--- src/rtl/hazard_pkg.sv ---
// Shared types for the pipeline hazard controller.
//   fwd_sel_e   : Execute operand mux select (register file / write-back / memory)
//   mem_state_e : data-memory wait tracker state
package hazard_pkg;

   typedef enum logic [1:0] {
      FWD_REG = 2'b00,
      FWD_WB  = 2'b01,
      FWD_MEM = 2'b10
   } fwd_sel_e;

   typedef enum logic {
      RUN  = 1'b0,
      WAIT = 1'b1
   } mem_state_e;

endpackage

--- src/rtl/hazard_fwd_sel.sv ---
// One Execute-operand forwarding select.
//   rs_e          : Execute source register being resolved
//   rd_m, wen_m   : Memory-stage destination and write enable
//   rd_w, wen_w   : Write-back destination and write enable
//   fwd_sel       : FWD_MEM / FWD_WB / FWD_REG
// The Memory stage holds the younger result, so it wins over Write-back.
// x0 is hard-wired zero and is never forwarded.
module hazard_fwd_sel
   import hazard_pkg::*;
#(
   parameter int REG_ADDR_W = 5
) (
   input  logic [REG_ADDR_W-1:0] rs_e,
   input  logic [REG_ADDR_W-1:0] rd_m,
   input  logic                  wen_m,
   input  logic [REG_ADDR_W-1:0] rd_w,
   input  logic                  wen_w,
   output fwd_sel_e              fwd_sel
);

   always_comb begin
      fwd_sel = FWD_REG;
      if (wen_m && (rd_m != '0) && (rd_m == rs_e)) begin
         fwd_sel = FWD_MEM;
      end else if (wen_w && (rd_w != '0) && (rd_w == rs_e)) begin
         fwd_sel = FWD_WB;
      end
   end

endmodule

--- src/rtl/hazard_unit.sv ---
// Pipeline hazard controller for the 5-stage RV32I core.
//   Inputs : Decode/Execute source and destination registers, stage write
//            enables, Execute load flag, branch mispredict, Memory-stage
//            request and LSU ready.
//   Outputs: forward_A_E / forward_B_E operand selects, per-stage stall and
//            flush controls, sticky mem_timeout_err, and saturating
//            performance counters (stall cycles, load-use stalls, flushes).
//
//   state | meaning
//   RUN   | no outstanding data-memory wait
//   WAIT  | Memory stage frozen on an LSU request that has not completed
module hazard_unit
   import hazard_pkg::*;
#(
   parameter int REG_ADDR_W  = 5,
   parameter int CNT_W       = 32,
   parameter int MEM_TIMEOUT = 255
) (
   input  logic                  i_clk,
   input  logic                  i_rst_n,
   input  logic [REG_ADDR_W-1:0] rs1_addr_D,
   input  logic [REG_ADDR_W-1:0] rs2_addr_D,
   input  logic [REG_ADDR_W-1:0] rs1_addr_E,
   input  logic [REG_ADDR_W-1:0] rs2_addr_E,
   input  logic [REG_ADDR_W-1:0] rd_addr_E,
   input  logic                  is_load_E,
   input  logic [REG_ADDR_W-1:0] rd_addr_M,
   input  logic                  reg_wen_M,
   input  logic [REG_ADDR_W-1:0] rd_addr_W,
   input  logic                  reg_wen_W,
   input  logic                  mispredict_E,
   input  logic                  mem_req_M,
   input  logic                  lsu_ready_M,
   output logic [1:0]            forward_A_E,
   output logic [1:0]            forward_B_E,
   output logic                  stall_F,
   output logic                  stall_D,
   output logic                  stall_E,
   output logic                  stall_M,
   output logic                  stall_W,
   output logic                  flush_D,
   output logic                  flush_E,
   output logic                  mem_timeout_err,
   output logic [CNT_W-1:0]      stall_cyc_cnt,
   output logic [CNT_W-1:0]      lu_stall_cnt,
   output logic [CNT_W-1:0]      flush_cnt
);

   localparam int WAIT_W = (MEM_TIMEOUT < 2) ? 1 : $clog2(MEM_TIMEOUT + 1);
   localparam logic [WAIT_W-1:0] WAIT_MAX = WAIT_W'(MEM_TIMEOUT);

   fwd_sel_e fwd_a;
   fwd_sel_e fwd_b;

   hazard_fwd_sel #(.REG_ADDR_W(REG_ADDR_W)) u_fwd_a (
      .rs_e    (rs1_addr_E),
      .rd_m    (rd_addr_M),
      .wen_m   (reg_wen_M),
      .rd_w    (rd_addr_W),
      .wen_w   (reg_wen_W),
      .fwd_sel (fwd_a)
   );

   hazard_fwd_sel #(.REG_ADDR_W(REG_ADDR_W)) u_fwd_b (
      .rs_e    (rs2_addr_E),
      .rd_m    (rd_addr_M),
      .wen_m   (reg_wen_M),
      .rd_w    (rd_addr_W),
      .wen_w   (reg_wen_W),
      .fwd_sel (fwd_b)
   );

   assign forward_A_E = fwd_a;
   assign forward_B_E = fwd_b;

   logic freeze;
   logic lu_hazard;
   logic lu_stall;

   assign freeze    = mem_req_M && !lsu_ready_M;
   assign lu_hazard = is_load_E && (rd_addr_E != '0) &&
                      ((rd_addr_E == rs1_addr_D) || (rd_addr_E == rs2_addr_D));
   // A frozen pipeline holds the hazard in place; it is acted on once the
   // freeze lifts. A mispredict squashes the wrong-path Decode instruction,
   // so there is nothing left to stall for.
   assign lu_stall  = !freeze && !mispredict_E && lu_hazard;

   always_comb begin
      stall_F = 1'b0;
      stall_D = 1'b0;
      stall_E = 1'b0;
      stall_M = 1'b0;
      stall_W = 1'b0;
      flush_D = 1'b0;
      flush_E = 1'b0;
      if (freeze) begin
         stall_F = 1'b1;
         stall_D = 1'b1;
         stall_E = 1'b1;
         stall_M = 1'b1;
         stall_W = 1'b1;
      end else if (mispredict_E) begin
         flush_D = 1'b1;
         flush_E = 1'b1;
      end else if (lu_hazard) begin
         stall_F = 1'b1;
         stall_D = 1'b1;
         flush_E = 1'b1;
      end
   end

   mem_state_e        state_q, state_d;
   logic [WAIT_W-1:0] wait_cnt_q, wait_cnt_d;
   logic              err_q, err_d;
   logic [CNT_W-1:0]  stall_cyc_q, stall_cyc_d;
   logic [CNT_W-1:0]  lu_stall_q, lu_stall_d;
   logic [CNT_W-1:0]  flush_cnt_q, flush_cnt_d;

   always_comb begin
      state_d    = state_q;
      wait_cnt_d = wait_cnt_q;
      err_d      = err_q;
      case (state_q)
         RUN: begin
            wait_cnt_d = '0;
            if (freeze) state_d = WAIT;
         end
         WAIT: begin
            if (!freeze) begin
               state_d    = RUN;
               wait_cnt_d = '0;
            end else begin
               if (wait_cnt_q != WAIT_MAX) wait_cnt_d = wait_cnt_q + 1'b1;
               if (wait_cnt_d == WAIT_MAX) err_d = 1'b1;
            end
         end
         default: begin
            state_d    = RUN;
            wait_cnt_d = '0;
         end
      endcase
   end

   always_comb begin
      stall_cyc_d = stall_cyc_q;
      lu_stall_d  = lu_stall_q;
      flush_cnt_d = flush_cnt_q;
      if (stall_F && (stall_cyc_q != '1)) stall_cyc_d = stall_cyc_q + 1'b1;
      if (lu_stall && (lu_stall_q != '1)) lu_stall_d = lu_stall_q + 1'b1;
      if (flush_D && (flush_cnt_q != '1)) flush_cnt_d = flush_cnt_q + 1'b1;
   end

   always_ff @(posedge i_clk or negedge i_rst_n) begin
      if (!i_rst_n) begin
         state_q     <= RUN;
         wait_cnt_q  <= '0;
         err_q       <= 1'b0;
         stall_cyc_q <= '0;
         lu_stall_q  <= '0;
         flush_cnt_q <= '0;
      end else begin
         state_q     <= state_d;
         wait_cnt_q  <= wait_cnt_d;
         err_q       <= err_d;
         stall_cyc_q <= stall_cyc_d;
         lu_stall_q  <= lu_stall_d;
         flush_cnt_q <= flush_cnt_d;
      end
   end

   assign mem_timeout_err = err_q;
   assign stall_cyc_cnt   = stall_cyc_q;
   assign lu_stall_cnt    = lu_stall_q;
   assign flush_cnt       = flush_cnt_q;

endmodule

--- config.mk ---
export PLATFORM = sky130hd
export DESIGN_NAME = hazard_unit
export DESIGN_NICKNAME = d
export VERILOG_FILES = /design/src/rtl/hazard_pkg.sv /design/src/rtl/hazard_fwd_sel.sv /design/src/rtl/hazard_unit.sv
export SDC_FILE = /design/constraint.sdc
export NUM_CORES = 1
export LEC_CHECK = 0
export BUFFER_PORTS_ARGS = -buffer_cell sky130_fd_sc_hd__buf_2
export CORE_MARGIN = 8
export CORE_UTILIZATION = 40
export CTS_CLUSTER_DIAMETER = 100
export DETAILED_ROUTE_END_ITERATION = 8
export PLACE_DENSITY = 0.66
export SLEW_MARGIN = 20
export SYNTH_ARGS = -nofsm -noshare
export SYNTH_HDL_FRONTEND = slang
export SYNTH_SLANG_ARGS = --single-unit
--- constraint.sdc ---
create_clock -name i_clk -period 3.2 [get_ports i_clk]
set_input_delay 0.16 -clock i_clk [delete_from_list [all_inputs] [get_ports i_clk]]
set_output_delay 0.16 -clock i_clk [all_outputs]
set_load 0.005 [all_outputs]
[Word level (Yosys, flattened, before mapping)]
Cells that the tools add are included.
Word-level totals
  word-level logic and storage cells: 61
  register bits after elaboration: 106
  output and inout bits: 108
  input port bits: 43
Cells by class
  eq/ne operators: 11
  multiplexer cells: 17
  bitwise logic cells: 1
  reduce and logical (&&, ||, !) cells: 22
  add/subtract/negate cells: 4
Operators with widths (count)
  adder 32 x 1 -> 32 bit, second input constant: 3
  inequality test 32 bit, second input constant: 3
  2-to-1 mux 8 bit: 4
  == test 5 bit: 6
  case mux 8 bit (2 select lines): 1
  nonzero test 5 bit: 3
  logical AND 1 bit: 14
  2-to-1 mux 1 bit: 10
  adder 8 x 1 -> 8 bit, second input constant: 1
  == test 8 bit, second input constant: 1
  inequality test 8 bit, second input constant: 1
  2-to-1 mux 2 bit: 2
  zero test 1 bit: 3
  AND reduction 3 bit: 1
  logical OR 1 bit: 1
  NOT 1 bit: 1

[Longest topological paths before layout]
Gate-level depths: netlist of run 1.
  word-level depth: 7
  mapped depth: 9
  mapped depth without buffers: 7

[Cells and area by module]
From an unflattened synthesis of run 1, not the netlist that was laid out.
Second synthesis, totals
  cells, all modules: 539
  area total of the unflattened synthesis: 5527.8 um^2
By module, submodules not included
  hazard_unit: cells each 499, sequential area each 2652.5 um^2, instances 1, area each 5225.0 um^2
  hazard_fwd_sel: cells each 20, sequential area each 0.0 um^2, instances 2, area each 151.4 um^2

[Worst setup path before layout of run 1]
Ideal clock, no wire load.
  path type: reg-to-reg
  from: register lu_stall_q[8] (netlist: lu_stall_cnt[8])
  to: register lu_stall_q[29] (netlist: lu_stall_cnt[29])
  buffers on the path: 0
  clock period less this slack: 2003 ps
  arrival time: 1924 ps
  library setup time: 79 ps
  path slack: 1197 ps
  stages on the path, launching flop included: 7
  required time: 3121 ps
  path through: dfrtp_1 nand4_4 nor2_4 nand4_4 or4_4 nor4_2 xor2_1
Between the ends
  cells in the longest elaborated chain, start to end: 2
  elaborated cells between the ends (all ways): 3
  classes of those cells: add/sub: 1; eq/ne: 1; reduce/logical: 1
Ends and longest elaborated chain
  from (decl): line hazard_unit.sv:116  | logic [CNT_W-1:0] lu_stall_q, lu_stall_d;
  from (signal assigned): line hazard_unit.sv:166  | lu_stall_q <= lu_stall_d;
  parallel branches: the longest is 2 deep, another holds adder 32 x 1 -> 32 bit
Parallel ways; which one is timed is not known.
A chain may end at the register's enable or synchronous reset.

[Worst setup path in the final report of run 1]
  from: register lu_stall_q[0] (netlist: lu_stall_cnt[0])
  to: register lu_stall_q[20] (netlist: lu_stall_cnt[20])
The elaborated chain is that of the path after synthesis.

==> results of run 1 <==
## per-stage QoR
stage                     utilization  setup WS, ps  power [uW]  hold WS [ps]  cells
after detailed placement        0.472           576        2050           349    852
after global placement          0.472           677        2030           336    852
after floorplan                     -          1200        1790          -136    530
after CTS                       0.495           686        3210           293    869
after global routing            0.495           403        3340           298    869
final                           0.495           682        3170           291    869
## sequential cells by signal, indices dropped and copies added, names as in the netlist
register	count
mem_timeout_err	1
flush_cnt	32
wait_cnt_q	8
stall_cyc_cnt	32
state_q	1
lu_stall_cnt	32
## power by group through the flow
stage               Clock (uW)  Sequential, uW  Combinational, uW
floorplan                    0            1590                202
global placement             0            1600                433
detailed placement           0            1610                445
CTS                       1180            1580                446
global route              1240            1610                493
finish                    1150            1590                430
## synthesized netlist by cell type, drive strengths merged, types with 2 or more instances
library cell  count  area share
xnor2            70        0.11
nor2b             3      0.0034
and4              6      0.0095
nor2             31       0.024
a21oi             4      0.0043
nor3b             5      0.0068
o21ai             8      0.0072
mux2              2      0.0041
nand4            37       0.047
or4               6      0.0088
buf               8       0.010
or3               3      0.0036
a31oi             4      0.0057
a211oi            2      0.0027
nand3            42       0.038
nand2b            4      0.0050
ha                4      0.0090
clkbuf            2      0.0014
and3             14       0.016
nor3             21       0.019
nand2            44       0.030
inv               9      0.0061
or4b              2      0.0036
xor2             56       0.089
nor4             21       0.030
dfrtp           106        0.48
## cells by family (layout without fill, tap and decap cells)
| logic type | Yosys count | in the layout | synth area share |
|---|---|---|---|
| adder cells (fa/ha/maj) | 4 | 4 | 0.00904 |
| AND/OR/NAND/NOR | 244 | 244 | 0.254 |
| AO/OA/AOI/OAI | 27 | 27 | 0.0339 |
| buffers and inverters | 20 | 179 | 0.0183 |
| flip-flops | 106 | 106 | 0.479 |
| XOR/XNOR | 126 | 126 | 0.199 |
| multiplexers | 3 | 3 | 0.00588 |
## final cells by class
type	count	area share
clock buffer	10	0.0337
clock inverter	6	0.0107
inverter	10	0.00553
multi-input combinational	404	0.410
sequential	106	0.391
tap	180	0.0332
timing repair buffer	153	0.116
## worst max-delay path, delay by kind of cell (launching register included)
family	cells	cell delay, ps
AOI/OAI and AO/OA	1	240
DFF	1	450
xor gates and xnor gates	1	180
adders and majority gates	1	260
and+or+nand+nor	4	1320
## final timing paths
kind / from / cells past startpoint / endpoint
worst min-delay path: mem_req_M / 4 / lu_stall_cnt[24]$_DFFE_PN0P_
worst min register to register: mem_timeout_err$_DFFE_PN0P_ / 1 / mem_timeout_err$_DFFE_PN0P_
min in group asynchronous: i_rst_n / 2 / flush_cnt[7]$_DFFE_PN0P_
worst max register to register: lu_stall_cnt[0]$_DFFE_PN0P_ / 7 / lu_stall_cnt[20]$_DFFE_PN0P_
worst max-delay path: lu_stall_cnt[0]$_DFFE_PN0P_ / 7 / lu_stall_cnt[20]$_DFFE_PN0P_
max in group asynchronous: i_rst_n / 3 / stall_cyc_cnt[13]$_DFFE_PN0P_
## layer usage
layer,global-route usage,vias to the layer above,share of wire
met5,0,-,0
met1,0.203,2218,0.45
met3,0.0497,12,0.058
met2,0.258,107,0.48
met4,0.0449,0,0.010
li1,-,2192,-
==> results.py, run 1 <==
metrics = {
    "global_route": {
        "grt.overflow.total": 0,
        "grt_max_degree": 68,
        "grt_pass1_wl_mm": 23.7,
        "grt_usage": 0.160,
        "antenna_found_initial": 0,
        "first_global_vias": 4810,
    },
    "routing": {
        "avgViaCountPerCell": 5.21,
        "drt-wirelength-per-cell_um": 16.2,
        "drt_iter0_markers": 270,
        "drtAntennaViolNets": 0,
        "drt_wl_total_mm": 14.0,
        "drt-pass1-iter-count": 4,
        "vias": 4529,
        "drc": 0,
    },
    "worst_setup_path": {
        "crit_arrival_ps": 2800,
        "rrSetupSlack_ps": 680,
        "cp-end-kind": "register",
        "cp_max_fo": 15,
        "setup.worst_path.class": "reg -> reg",
        "cp.required_ps": 3480,
        "crit_path_start_kind": "register",
        "slowest_delay_ps": 570,
        "crit_chain": "ha_1, nand4_1, nor3_1, a41oi_1, nand3_1, nor4_1, xor2_1",
        "critPathSlowestCell": "nor4_1",
    },
    "final_layout": {
        "drive_above_1_share": 0.273,
        "layout_commonest_cell": "buf_2",
        "final_cell_mix": "buf_2, dfrtp_1, xnor2_1",
        "n_antenna_cell": 0,
        "multi_input_area_um2": 2780,
        "final_area_um2": 6790,
        "finalNetCount": 731,
        "area_delta_synth_final_pct": 22.7,
        "fillers": 1283,
        "seq_area_um2": 2650,
    },
    "sta": {
        "maxSlewViolCount": 0,
        "min_period_over_period": 0.787,
        "rsz0062_at_grt": "false",
        "finalSetupTns_ps": 0,
        "min_period_ps": 2520,
        "fmax_mhz": 397,
        "worst_pin_slew_ps": 876,
        "skew_ps": 7.15,
        "slew_headroom": 0.416,
        "final_hold_viol_count": 0,
        "setup_violations": 0,
    },
    "synthesis": {
        "syn_nets": 577,
        "avgSynthCellArea_um2": 10.4,
        "yosys_warnings": 0,
        "seq_area_frac_synth": 0.479,
        "synthArstFlopShare": 1.00,
        "syn_inst": 530,
        "ys.flop_type": "dfrtp_1",
        "syn_area_um2": 5530,
        "synthDistinctLibCells": 55,
        "synth_seq_cells": 106,
        "synth_edf_count": 0,
    },
    "clock_tree": {
        "path_clk_slew_ps": 70,
        "hold_buffers": 1,
        "insertion_delay_ps": 350,
        "cts_buffers": 9,
        "postCtsSetupBuffers": 0,
        "clk_root_buffer_cell": "clkbuf_16",
        "clockBufferDepth": 2,
        "ctsResizeCount": 0,
        "ctsHtreeMaxLevel": 3,
        "cts_sinks": 106,
        "cts_tree": "done",
    },
    "place": {
        "placed_area_um2": 6480,
        "hpwl_mm": 10.6,
        "port_buffers": 150,
        "gp_congestion": 0.811,
    },
    "flow_run": {
        "cap_viol_max_count": 0,
    },
    "min_path": {
        "hp-class": "in -> reg",
    },
    "power_and_ir_drop": {
        "ir_drop_mv": 0.272,
        "p_int_uw": 2270,
        "p_leak_uw": 0.00327,
        "p_clk_frac": 0.363,
        "p_comb_frac": 0.136,
        "p_switching_uw": 894,
        "swShare": 0.283,
        "power_density_nw_per_um2": 466,
        "p_seq_frac": 0.501,
    },
    "floorplan": {
        "die-area_um2": 17900,
        "die_y_um": 134,
        "core_area_um2": 13700,
        "rows": 43,
        "initial_utilization": 0.403,
        "ios": 151,
        "dieWidth_um": 134,
    },
    "status": {
        "outcome": "complete, no violations",
    },
}
No activity file was read; power rests on OpenSTA's default activity.
==> run 2, diff against run 1 <==
--- a/config.mk
+++ b/config.mk
@@ -10,7 +10,7 @@
 export CORE_UTILIZATION = 40
 export CTS_CLUSTER_DIAMETER = 100
 export DETAILED_ROUTE_END_ITERATION = 8
-export PLACE_DENSITY = 0.66
+export PLACE_DENSITY = 0.68
 export SLEW_MARGIN = 20
 export SYNTH_ARGS = -nofsm -noshare
 export SYNTH_HDL_FRONTEND = slang
==> constraint.sdc (replaced) <==
create_clock -name i_clk -period 2.1 [get_ports i_clk]
set_input_delay 0.105 -clock i_clk [delete_from_list [all_inputs] [get_ports i_clk]]
set_output_delay 0.105 -clock i_clk [all_outputs]
set_load 0.005 [all_outputs]
==> results.py, run 2 (synthesis gave the netlist of run 1 again) <==
metrics = {
    "status": {
        "outcome": "complete, no violations",
    },
    "clock_tree": {
        "ctsHtreeMaxLevel": 3,
        "clockBufferDepth": 2,
        "cts_buffers": 9,
        "clk_root_buffer_cell": "clkbuf_16",
        "cts_sinks": 106,
        "insertion_delay_ps": 340,
        "path_clk_slew_ps": 70,
        "cts_tree": "done",
    },
    "place": {
        "port_buffers": 150,
        "hpwl_mm": 11.5,
        "gp_congestion": 0.837,
        "placed_area_um2": 6850,
    },
    "worst_setup_path": {
        "setup.worst_path.class": "reg -> reg",
        "critPathSlowestCell": "or4_4",
        "crit_chain": "nand4_4, nor2_4, nand4_4, or4_4, nor4_4, xor2_1",
        "cp_common_cell": "nand4_4",
        "cp_max_fo": 5,
        "slowest_delay_ps": 590,
        "crit_path_start_kind": "register",
        "cp-end-kind": "register",
        "crit_arrival_ps": 2320,
        "cp.required_ps": 2360,
    },
    "power_and_ir_drop": {
        "p_comb_frac": 0.162,
        "p_leak_uw": 0.00359,
        "p_switching_uw": 1350,
        "p_int_uw": 3510,
        "p_clk_frac": 0.349,
        "swShare": 0.277,
        "p_seq_frac": 0.489,
        "p_total_uw": 4850,
        "ir_drop_mv": 0.490,
        "power_density_nw_per_um2": 669,
    },
    "routing": {
        "vias": 4772,
        "drt_wl_total_mm": 15.0,
        "drt-wirelength-per-cell_um": 16.4,
        "avgViaCountPerCell": 5.21,
        "drt_iter0_markers": 212,
        "drt-pass1-iter-count": 4,
        "drtAntennaViolNets": 0,
        "drc": 0,
    },
    "sta": {
        "fmax_mhz": 485,
        "min_period_over_period": 0.982,
        "skew_ps": 7.09,
        "worst_pin_slew_ps": 529,
        "setup_violations": 0,
        "finalSetupTns_ps": 0,
        "slew_headroom": 0.647,
        "final_hold_viol_count": 0,
        "maxSlewViolCount": 0,
        "min_period_ps": 2060,
    },
    "final_layout": {
        "n_antenna_cell": 0,
        "final_cell_mix": "buf_2, dfrtp_1, xnor2_1",
        "drive_above_1_share": 0.336,
        "final_area_um2": 7250,
        "layout_commonest_cell": "buf_2",
        "area_delta_synth_final_pct": 31.1,
        "finalNetCount": 779,
        "fillers": 1259,
    },
    "global_route": {
        "grt_max_degree": 53,
        "first_global_vias": 4968,
        "grt_pass1_wl_mm": 24.6,
        "antenna_found_initial": 2,
        "grt_usage": 0.168,
        "grt.overflow.total": 0,
    },
    "floorplan": {
        "rows": 43,
        "die_y_um": 134,
        "dieWidth_um": 134,
        "ios": 151,
        "initial_utilization": 0.403,
        "core_area_um2": 13700,
        "die-area_um2": 17900,
    },
    "min_path": {
        "hp-class": "in -> async",
    },
    "flow_run": {
        "cap_viol_max_count": 0,
    },
}
## run 2: cell types whose count changed in the layout (fill, tap and decap cells not counted), sizes merged
cell	before	now
inv	13	11
clkinv	2	3
clkbuf	10	9
buf	152	200
clkinvlp	0	1
## run 2: what timing repair did
item / 4_1_cts / 5_1_grt
pin swaps: 0 / 6
setup buffers: 0 / 2
hold buffers: 1 / 0
resized for setup: 2 / 13
endpoints found under the hold margin: 25 / 0
setup endpoints to repair: 4 / 28
## run 2: routing by layer
layer	vias to the layer above	global-route usage	routed length, um
met5	-	0	22
met1	2337	0.205	6390
met2	118	0.277	7600
li1	2289	-	-
met4	4	0.0549	212
met3	24	0.0489	818
## run 2: final timing paths
kind	startpoint	to	slack [ps]	cells after the start
worst max-delay path	lu_stall_cnt[11]$_DFFE_PN0P_	lu_stall_cnt[31]$_DFFE_PN0P_	40	6
worst min-delay path	i_rst_n	flush_cnt[11]$_DFFE_PN0P_	210	2
worst max register to register	lu_stall_cnt[11]$_DFFE_PN0P_	lu_stall_cnt[31]$_DFFE_PN0P_	40	6
worst min register to register	mem_timeout_err$_DFFE_PN0P_	mem_timeout_err$_DFFE_PN0P_	480	1
max in group asynchronous	i_rst_n	lu_stall_cnt[30]$_DFFE_PN0P_	1180	3
min in group i_clk	mem_req_M	state_q$_DFF_PN0_	250	4
## run 2: cell type report
type | instances | area (um^2) | share of cell area
Sequential cell | 106 | 2650 | 0.366
Multi-Input combinational cell | 404 | 2870 | 0.396
Inverter | 10 | 37.5 | 0.00517
Tap cell | 180 | 225 | 0.0310
Clock buffer | 9 | 225 | 0.0310
Clock inverter | 6 | 65.1 | 0.00897
Timing Repair Buffer | 201 | 1180 | 0.162
## run 2: worst max-delay path: cells and delay by family, from the launching register on
family / cells / cell delay (ps)
XOR/XNOR: 1 / 200
AND/OR/NAND/NOR: 5 / 1330
flip-flops: 1 / 430
## run 2: power groups by stage
stage                     Combinational, uW  Sequential (uW)  Clock [uW]
after floorplan                         308             2420           0
after global placement                  783             2400           0
after detailed placement                802             2410           0
after CTS                               809             2370        1750
after global routing                    890             2410        1820
final                                   788             2370        1690
## run 2: through the flow
step	hold WS [ps]	instances	setup WS [ps]	utilization
5_1_grt	229	916	-11.3	0.529
4_1_cts	202	914	6.90	0.522
6_report	205	916	37.2	0.529
3_5_place_dp	48.3	898	-29.4	0.499
3_3_place_gp	41.8	898	40.8	0.499
2_1_floorplan	-191	530	96.8	-
==> run 3, diff against run 2 <==
--- a/config.mk
+++ b/config.mk
@@ -6,11 +6,12 @@
 export NUM_CORES = 1
 export LEC_CHECK = 0
 export BUFFER_PORTS_ARGS = -buffer_cell sky130_fd_sc_hd__buf_2
-export CORE_MARGIN = 8
-export CORE_UTILIZATION = 40
+export CORE_ASPECT_RATIO = 1.4
+export CORE_MARGIN = 3
+export CORE_UTILIZATION = 25
 export CTS_CLUSTER_DIAMETER = 100
 export DETAILED_ROUTE_END_ITERATION = 8
-export PLACE_DENSITY = 0.68
+export PLACE_DENSITY = 0.48
 export SLEW_MARGIN = 20
 export SYNTH_ARGS = -nofsm -noshare
 export SYNTH_HDL_FRONTEND = slang
==> results.py, run 3 (synthesis gave the netlist of run 1 again) <==
metrics = {
    "floorplan": {
        "die-area_um2": 24000,
        "ios": 151,
        "dieWidth_um": 132,
        "core_area_um2": 21400,
        "rows": 63,
        "die_y_um": 182,
        "initial_utilization": 0.258,
    },
    "sta": {
        "setup_ws_ps": 95.7,
        "skew_ps": 5.82,
        "hold_slack_ps": 216,
        "final_hold_viol_count": 0,
        "setup_violations": 0,
        "maxSlewViolCount": 0,
        "min_period_over_period": 0.954,
        "min_period_ps": 2000,
        "rsz0062_at_grt": "true",
        "fmax_mhz": 499,
        "worst_pin_slew_ps": 418,
        "slew_headroom": 0.719,
    },
    "global_route": {
        "first_global_vias": 4921,
        "grt.overflow.total": 0,
        "grt_pass1_wl_mm": 26.0,
        "grt_usage": 0.134,
        "grt_max_degree": 69,
        "antenna_found_initial": 1,
    },
    "routing": {
        "drt-pass1-iter-count": 4,
        "drt_iter0_markers": 219,
        "drc": 0,
        "avgViaCountPerCell": 4.51,
        "drt_wl_total_mm": 15.8,
        "drt-wirelength-per-cell_um": 14.9,
        "drtAntennaViolNets": 0,
        "vias": 4802,
    },
    "worst_setup_path": {
        "cp-end-kind": "register",
        "setup.worst_path.class": "reg -> reg",
        "cp.required_ps": 2370,
        "ff2ff_path_depth": 7,
        "cp_max_fo": 4,
        "crit_arrival_ps": 2280,
        "r2r-start": "lu_stall_cnt[8]$_DFFE_PN0P_",
        "crit_path_start_kind": "register",
        "crit_end": "lu_stall_cnt[26]$_DFFE_PN0P_",
        "r2r_end": "lu_stall_cnt[26]$_DFFE_PN0P_",
        "setup.worst_path.start": "lu_stall_cnt[8]$_DFFE_PN0P_",
        "rrSetupSlack_ps": 100,
    },
    "final_layout": {
        "layout_commonest_cell": "buf_2",
        "n_antenna_cell": 0,
        "finalNetCount": 817,
        "stdcell_count": 1065,
        "final_cell_mix": "buf_2, dfrtp_1, buf_4",
        "final_area_um2": 7660,
        "area_delta_synth_final_pct": 38.5,
        "drive_above_1_share": 0.360,
    },
    "power_and_ir_drop": {
        "p_clk_frac": 0.358,
        "swShare": 0.266,
        "p_comb_frac": 0.187,
        "p_int_uw": 3730,
        "p_leak_uw": 0.00377,
        "p_switching_uw": 1350,
        "ir_drop_mv": 0.400,
        "power_density_nw_per_um2": 663,
        "p_total_uw": 5080,
        "p_seq_frac": 0.456,
    },
    "clock_tree": {
        "cts_tree": "done",
        "cts_sinks": 106,
        "clk_root_buffer_cell": "clkbuf_16",
        "path_clk_slew_ps": 70,
        "ctsHtreeMaxLevel": 3,
        "cts_buffers": 9,
        "insertion_delay_ps": 350,
        "clockBufferDepth": 2,
    },
    "min_path": {
        "hp-class": "in -> async",
    },
    "place": {
        "hpwl_mm": 12.3,
        "gp_congestion": 0.767,
        "dp.cells": 1048,
        "place_ws_ps": 36.1,
        "placed_area_um2": 7270,
        "port_buffers": 150,
    },
    "status": {
        "outcome": "complete, no violations",
    },
    "flow_run": {
        "cap_viol_max_count": 0,
    },
}
run 3: layout make-up:
| cell class | count | area [um^2] |
|---|---|---|
| Clock buffer | 11 | 243 |
| Clock inverter | 3 | 65.1 |
| Fill cell | 2278 | 13800 |
| Inverter | 10 | 37.5 |
| Multi-Input combinational cell | 404 | 2840 |
| Sequential cell | 106 | 2650 |
| Tap cell | 292 | 365 |
| Timing Repair Buffer | 239 | 1460 |
run 3: repair_timing:
action                                  CTS  global route
hold buffers                              1             0
buffers inserted                          0             2
endpoints found under the setup margin    0            28
resized for setup                         0             9
hold endpoints to repair                 24             0
run 3: critical path, stage by stage (launching register included):
cell      delay [ps]
dfrtp_1          390
nand4_4          170
nor4_4           290
buf_4            160
or4b_1           420
nand4b_4         230
nor2_2           120
xor2_1           140
run 3: how the worst min path moves through the flow:
stage	start	endpoint	slack [ps]	depth (start not counted)
3_3_place_gp	i_rst_n	wait_cnt_q[6]$_DFF_PN0_	70	1
2_1_floorplan	i_rst_n	flush_cnt[0]$_DFFE_PN0P_	-190	0
5_1_grt	i_rst_n	wait_cnt_q[6]$_DFF_PN0_	250	2
3_5_place_dp	i_rst_n	wait_cnt_q[6]$_DFF_PN0_	70	1
6_report	i_rst_n	wait_cnt_q[6]$_DFF_PN0_	220	2
4_1_cts	i_rst_n	wait_cnt_q[6]$_DFF_PN0_	220	2
run 3: power by group through the flow:
stage | Sequential [uW] | Clock (uW) | Combinational [uW]
CTS | 2320 | 1890 | 973
global placement | 2350 | 0 | 965
floorplan | 2420 | 0 | 308
finish | 2310 | 1820 | 948
detailed placement | 2360 | 0 | 966
global route | 2340 | 1950 | 1070
run 3: per-stage QoR:
| stage | utilization | TNS (ps) |
|---|---|---|
| after floorplan | - | 0 |
| after global placement | 0.339 | 0 |
| after detailed placement | 0.339 | 0 |
| after CTS | 0.354 | 0 |
| after global routing | 0.357 | -33.1 |
| final | 0.357 | 0 |
run 3: routing by layer:
metal | global-route usage | vias to the layer above | share of wire | routed length [um]
met2 | 0.224 | 122 | 0.48 | 7580
li1 | - | 2368 | - | -
met1 | 0.166 | 2290 | 0.45 | 7080
met3 | 0.0363 | 20 | 0.053 | 838
met5 | 0 | - | 0.0011 | 17
met4 | 0.0509 | 2 | 0.021 | 328
